`src/rtl/edge_gen_pkg.sv`:
```
// Shared types and helpers for the edge pulse generator.
//   state_t : FSM encoding (IDLE, HIGH, GAP)
//   cnt_w   : width of a counter that must hold values 0..n (at least 1 bit)
package edge_gen_pkg;

  typedef enum logic [1:0] {
    IDLE = 2'd0,
    HIGH = 2'd1,
    GAP  = 2'd2
  } state_t;

  function automatic int cnt_w(int n);
    return (n < 1) ? 1 : $clog2(n + 1);
  endfunction

endpackage

```
`src/rtl/pulse_timer.sv`:
```
// Loadable down-counter used to time the HIGH and GAP phases.
// Ports:
//   clk      in  clock
//   rst      in  asynchronous active-high reset (count returns to 0)
//   load     in  load load_val this cycle (takes priority over counting)
//   load_val in  W-bit value loaded; the phase then lasts load_val+1 cycles
//   expire   out count is zero, i.e. the current cycle is the last of the phase
module pulse_timer #(
  parameter int unsigned W = 2
) (
  input  logic         clk,
  input  logic         rst,
  input  logic         load,
  input  logic [W-1:0] load_val,
  output logic         expire
);

  logic [W-1:0] count_q, count_d;

  always_comb begin
    count_d = count_q;
    if (load) begin
      count_d = load_val;
    end else if (count_q != '0) begin
      count_d = count_q - W'(1);
    end
  end

  always_ff @(posedge clk or posedge rst) begin
    if (rst) begin
      count_q <= '0;
    end else begin
      count_q <= count_d;
    end
  end

  assign expire = (count_q == '0);

endmodule

```
`src/rtl/edge_pulse_gen.sv`:
```
// Transmit side of the single-wire edge-signalling link. Each accepted 1-cycle request
// becomes one rectangular pulse on 'signal' (HIGH_CYCLES high, then at least GAP_CYCLES low),
// so a rising-edge detector downstream sees exactly one edge per accepted request.
// Requests arriving while a pulse is in progress are queued; excess ones are dropped.
// Ports:
//   clk      in  clock
//   rst      in  asynchronous active-high reset
//   req      in  event request, sampled each posedge
//   clr_ovf  in  clears the sticky overflow flag (a simultaneous new drop wins)
//   signal   out registered pulse train
//   busy     out pulse in progress or requests queued
//   done     out registered 1-cycle strobe on the first low cycle after a pulse
//   pending  out registered queued-request count
//   overflow out registered sticky flag: a request was dropped
module edge_pulse_gen
  import edge_gen_pkg::*;
#(
  parameter int HIGH_CYCLES = 2,
  parameter int GAP_CYCLES  = 2,
  parameter int PEND_DEPTH  = 4,
  localparam int PW         = cnt_w(PEND_DEPTH)
) (
  input  logic          clk,
  input  logic          rst,
  input  logic          req,
  input  logic          clr_ovf,
  output logic          signal,
  output logic          busy,
  output logic          done,
  output logic [PW-1:0] pending,
  output logic          overflow
);

  if (HIGH_CYCLES < 1) begin : g_bad_high
    $error("edge_pulse_gen: HIGH_CYCLES must be >= 1");
  end
  if (GAP_CYCLES < 1) begin : g_bad_gap
    $error("edge_pulse_gen: GAP_CYCLES must be >= 1");
  end
  if (PEND_DEPTH < 1) begin : g_bad_depth
    $error("edge_pulse_gen: PEND_DEPTH must be >= 1");
  end

  localparam int MaxCyc = (HIGH_CYCLES > GAP_CYCLES) ? HIGH_CYCLES : GAP_CYCLES;
  localparam int TW     = cnt_w(MaxCyc);

  localparam logic [TW-1:0] HighLoad = TW'(HIGH_CYCLES - 1);
  localparam logic [TW-1:0] GapLoad  = TW'(GAP_CYCLES - 1);
  localparam logic [PW-1:0] PendMax  = PW'(PEND_DEPTH);

  state_t          state_q, state_d;
  logic [PW-1:0]   pending_q, pending_d;
  logic            overflow_q, overflow_d;
  logic            signal_q, signal_d;
  logic            done_q, done_d;

  logic            tmr_load;
  logic [TW-1:0]   tmr_val;
  logic            tmr_expire;
  logic            enq, deq, drop;

  pulse_timer #(
    .W (TW)
  ) u_timer (
    .clk      (clk),
    .rst      (rst),
    .load     (tmr_load),
    .load_val (tmr_val),
    .expire   (tmr_expire)
  );

  // Next-state logic. The timer is reloaded on every phase entry, so it only needs
  // to be consulted while in HIGH or GAP.
  always_comb begin
    state_d  = state_q;
    tmr_load = 1'b0;
    tmr_val  = '0;
    deq      = 1'b0;
    unique case (state_q)
      IDLE: begin
        if (req) begin
          state_d  = HIGH;
          tmr_load = 1'b1;
          tmr_val  = HighLoad;
        end
      end
      HIGH: begin
        if (tmr_expire) begin
          state_d  = GAP;
          tmr_load = 1'b1;
          tmr_val  = GapLoad;
        end
      end
      GAP: begin
        if (tmr_expire) begin
          if (pending_q != '0) begin
            state_d  = HIGH;
            tmr_load = 1'b1;
            tmr_val  = HighLoad;
            deq      = 1'b1;
          end else begin
            state_d = IDLE;
          end
        end
      end
      default: state_d = IDLE;
    endcase
  end

  // A req in IDLE starts a pulse directly; anywhere else it goes to the queue.
  // A dequeue on the same edge frees a slot, so a full queue does not overflow then.
  always_comb begin
    enq       = req && (state_q != IDLE);
    drop      = enq && (pending_q == PendMax) && !deq;
    pending_d = pending_q;
    if (enq && !drop && !deq) begin
      pending_d = pending_q + PW'(1);
    end else if (deq && !enq) begin
      pending_d = pending_q - PW'(1);
    end
    overflow_d = drop ? 1'b1 : (clr_ovf ? 1'b0 : overflow_q);
    signal_d   = (state_d == HIGH);
    done_d     = (state_q == HIGH) && (state_d == GAP);
  end

  always_ff @(posedge clk or posedge rst) begin
    if (rst) begin
      state_q    <= IDLE;
      pending_q  <= '0;
      overflow_q <= 1'b0;
      signal_q   <= 1'b0;
      done_q     <= 1'b0;
    end else begin
      state_q    <= state_d;
      pending_q  <= pending_d;
      overflow_q <= overflow_d;
      signal_q   <= signal_d;
      done_q     <= done_d;
    end
  end

  always_ff @(posedge clk) begin
    if (!rst) begin
      assert (!(state_q == IDLE && pending_q != '0))
        else $error("edge_pulse_gen: IDLE with non-empty queue");
    end
  end

  assign signal   = signal_q;
  assign done     = done_q;
  assign pending  = pending_q;
  assign overflow = overflow_q;
  assign busy     = (state_q != IDLE) || (pending_q != '0);

endmodule
```
`config.mk`:
```
export PLATFORM = sky130hd
export DESIGN_NAME = edge_pulse_gen
export DESIGN_NICKNAME = d
export VERILOG_FILES = /design/src/rtl/edge_gen_pkg.sv /design/src/rtl/pulse_timer.sv /design/src/rtl/edge_pulse_gen.sv
export SDC_FILE = /design/constraint.sdc
export NUM_CORES = 1
export LEC_CHECK = 0
export ABC_AREA = 1
export BUFFER_PORTS_ARGS = -buffer_cell sky130_fd_sc_hd__buf_4
export CAP_MARGIN = 25
export CORE_AREA = 2 2 39 41
export CTS_BUF_LIST = sky130_fd_sc_hd__clkbuf_4 sky130_fd_sc_hd__clkbuf_8
export CTS_CLUSTER_SIZE = 14
export DETAILED_ROUTE_END_ITERATION = 8
export DIE_AREA = 0 0 41 43
export PLACE_DENSITY = 0.63
export SETUP_SLACK_MARGIN = 0.2
export SKIP_LAST_GASP = 1
export SLEW_MARGIN = 20
export SYNTH_ARGS = -nofsm -noshare
export SYNTH_HDL_FRONTEND = slang
export SYNTH_SLANG_ARGS = --single-unit
```
`constraint.sdc`:
```
create_clock -name clk -period 2.52 [get_ports clk]
set_input_delay 0.126 -clock clk [delete_from_list [all_inputs] [get_ports clk]]
set_output_delay 0.126 -clock clk [all_outputs]
set_load 0.05 [all_outputs]
```
==> key figures <==
Timing
  – Hold Violations, Final: 0
  – Slew HR: ~73%
  – Final worst path period need: ~1.9 ns
  – Final Max Slew Viols: 0
  – Fmax: about 530 MHz
  – Final setup violation count: 0
  – Worst Slack Setup Final: approximately 0.63 ns
  – Worst Tran Pin Value: just over 0.4 ns
  – WHS: approximately 0.034 ns
  – Tcrit/Tclk final: 74.88%
  – RSZ-0062 raised after global routing: no
  – Total negative slack: 0 ns
  – Clk_skew: between 0.003 and 0.004 ns

Logic synthesis
  – Combinational family with the most area after synthesis: simple AND/OR/NAND/NOR gates
  – Mux contribution to synthesized area: 0%
  – Synth Area in Simple Gates: 29.22%
  – Adder-cell area share of the yosys netlist: 5.936%
  – Post-synthesis compound-gate area fraction: a little over a tenth
  – YS warnings: 0
  – XOR/XNOR Fraction of Synth Area: 0%
  – Syn nets: between 60 and 70
  – Synth cell types: 21
  – Mapped Cells: 60
  – Register area share after synthesis: a little under half
  – Post-Syn Area: between 500 and 600 sq um
  – Syn Area/Cell: 9.134 sq um
  – Synth Register Bits: 10

Clock tree
  – Clock buffer depth: 2
  – CTS Buf Count: 3
  – Reg clk slew, reported paths: 0.08 ns
  – H-tree Lvls: 1
  – Clock tree from TritonCTS: yes
  – Post CTS Setup Buffer Count: 0
  – Clock Sinks: 10
  – Clock root cell: clkbuf_4
  – Clk_lat worst skew: ~0.26 ns

Worst setup path
  – CP max stage delay: about 0.40 ns
  – WS Path Type: reg -> reg
  – Worst Setup End Kind: flip-flop
  – Crit path depth: 11
  – Crit path max-delay cell type: fa_1
  – Worst-path cell chain: inv_1 > ha_1 > inv_2 > nor2_4 > nand2_2 > nand3_4 > fa_1 > inv_1 > nand2_1 > nand3_1 > nand2_1
  – CP bufs+invs: 3
  – Required time of the worst setup path: 2.68 ns
  – Worst Path Arrival: just over 2 ns
  – CP top delay family: adder cells
  – Reg2reg path depth: 11
  – Crit start category: flip-flop
  – Worst Path Max Fanout: 7

Min path
  – Min-Delay Path Depth: 2
  – Hold crit path type: in -> reg

Placed design
  – DP Wirelength: just over 700 um
  – Port bufs: 10
  – Dpl ws: approximately 0.64 ns
  – Gp weighted congestion: between 0.7 and 0.8

Global routing
  – Gr usage total: between 10% and 20%
  – GR Overflow Total: 0
  – Initial antenna violation count: 0
  – First-pass GRT wire length: 1524 um
  – Vias in the first global route: 369
  – Largest net degree at the start of global routing: 11

Drt
  – DR vias/cell: approximately 4.8
  – DRC: 0
  – Final WL: approximately 950 um
  – Post-DR wirelength/cell: ~10 um
  – DR iter-0 viols: 3
  – Via count: about 440
  – Initial DRT Pass Iterations: 4
  – Post-route ant nets: 0

Finish
  – Nets: 82
  – Most frequent cells in the layout: inv_1, nand2_1, dfrtp_1, buf_4, nand3_1
  – Most common cell after layout, fill and taps aside: inv_1
  – Multi-input logic area: between 200 and 300 sq um
  – Register Area: 250.2 sq um
  – Filler cells: around 130
  – Layout area overhead: 25.80%
  – Fin util: about 50%
  – Layout cells sized above 1: 34.67%
  – N_diodes: 0

Die
  – Core area: ~0.0014 sq mm
  – Rows: 14
  – Chip height: ~43 um
  – Io pins: 11
  – Starting Density: between 30% and 40%
  – Die Span X: a little over 40 um
  – DIE AREA: approximately 0.0018 sq mm

Power and ir drop
  – Total Power: approximately 1.1 mW
  – Pwr/cell area: around 1500 mW/mm^2
  – VDD IR max: between 600 and 700 uV
  – Lkg Pwr: 0.3445 nW

Outcome
  – Status: finished clean

Flow run
  – Maxcap violations: 0
[kinds of logic after synthesis]
kind of cell / Yosys count
AO/OA/AOI/OAI: 8
AND/OR/NAND/NOR: 28
flip-flops: 10
buffers and inverters: 12
adder cells (fa/ha/maj): 2
[metal layers]
layer	global-route usage, %	share of wire (%)
met1	19.27	49
met2	17.19	47
met3	3.141	4.2
met4	6.000	0
met5	0	0
[flip-flops by register name, indices dropped and copies added (netlist names)]
register and count:
done 1, overflow 1, pending 3, signal 1
state_q 2, u_timer.count_q 2
[power breakdown]
part	internal, mW	total, mW	switching [mW]
clock network	0.0877	0.149	0.0613
logic	0.200	0.620	0.420
registers	0.234	0.287	0.0526
total	0.522	1.06	0.534
[stage by stage]
step / area [sq um] / cells
5_1_grt: 689.4 / 91
6_report: 689.4 / 91
2_1_floorplan: 548.0 / 60
3_3_place_gp: 643.1 / 86
4_1_cts: 689.4 / 91
3_5_place_dp: 643.1 / 86
[synth_stat cells, drive strengths merged]
master,instances,share of area [%]
nand2,14,11
inv,12,8.2
dfrtp,10,46
nand3,6,7.8
nor2,5,5.7
o21ai,3,3.4
o311ai,2,3.2
a21oi,1,0.91
fa,1,3.7
ha,1,2.3
nand3b,1,1.4
nand4,1,1.1
nor3,1,1.8
o211ai,1,2.3
o22ai,1,1.1
[worst paths after layout]
| kind | startpoint | to | slack (ns) |
|---|---|---|---|
| setup / recovery | u_timer.count_q[0] | pending[2] | 0.63 |
| hold / removal | clr_ovf | overflow | 0.03 |
| setup reg to reg | u_timer.count_q[0] | pending[2] | 0.63 |
| hold reg to reg | u_timer.count_q[0] | u_timer.count_q[0] | 0.52 |
| max in group asynchronous | rst | u_timer.count_q[0] | 1.84 |
| min in group asynchronous | rst | u_timer.count_q[1] | 0.40 |
[final cells by class]
| cell class | count | area share [%] |
|---|---|---|
| well taps | 16 | 2.904 |
| flip-flops and latches | 10 | 36.30 |
| repair buffers | 11 | 12.34 |
| clock buffers | 4 | 5.263 |
| multi-input cells | 38 | 36.66 |
| inverters | 12 | 6.534 |
[what timing repair did]
item | in CTS | in global routing
hold buffers | 1 | 0
hold endpoints to repair | 10 | 0
gates resized for setup | 0 | 0
Power figures use the tool's default switching activity.
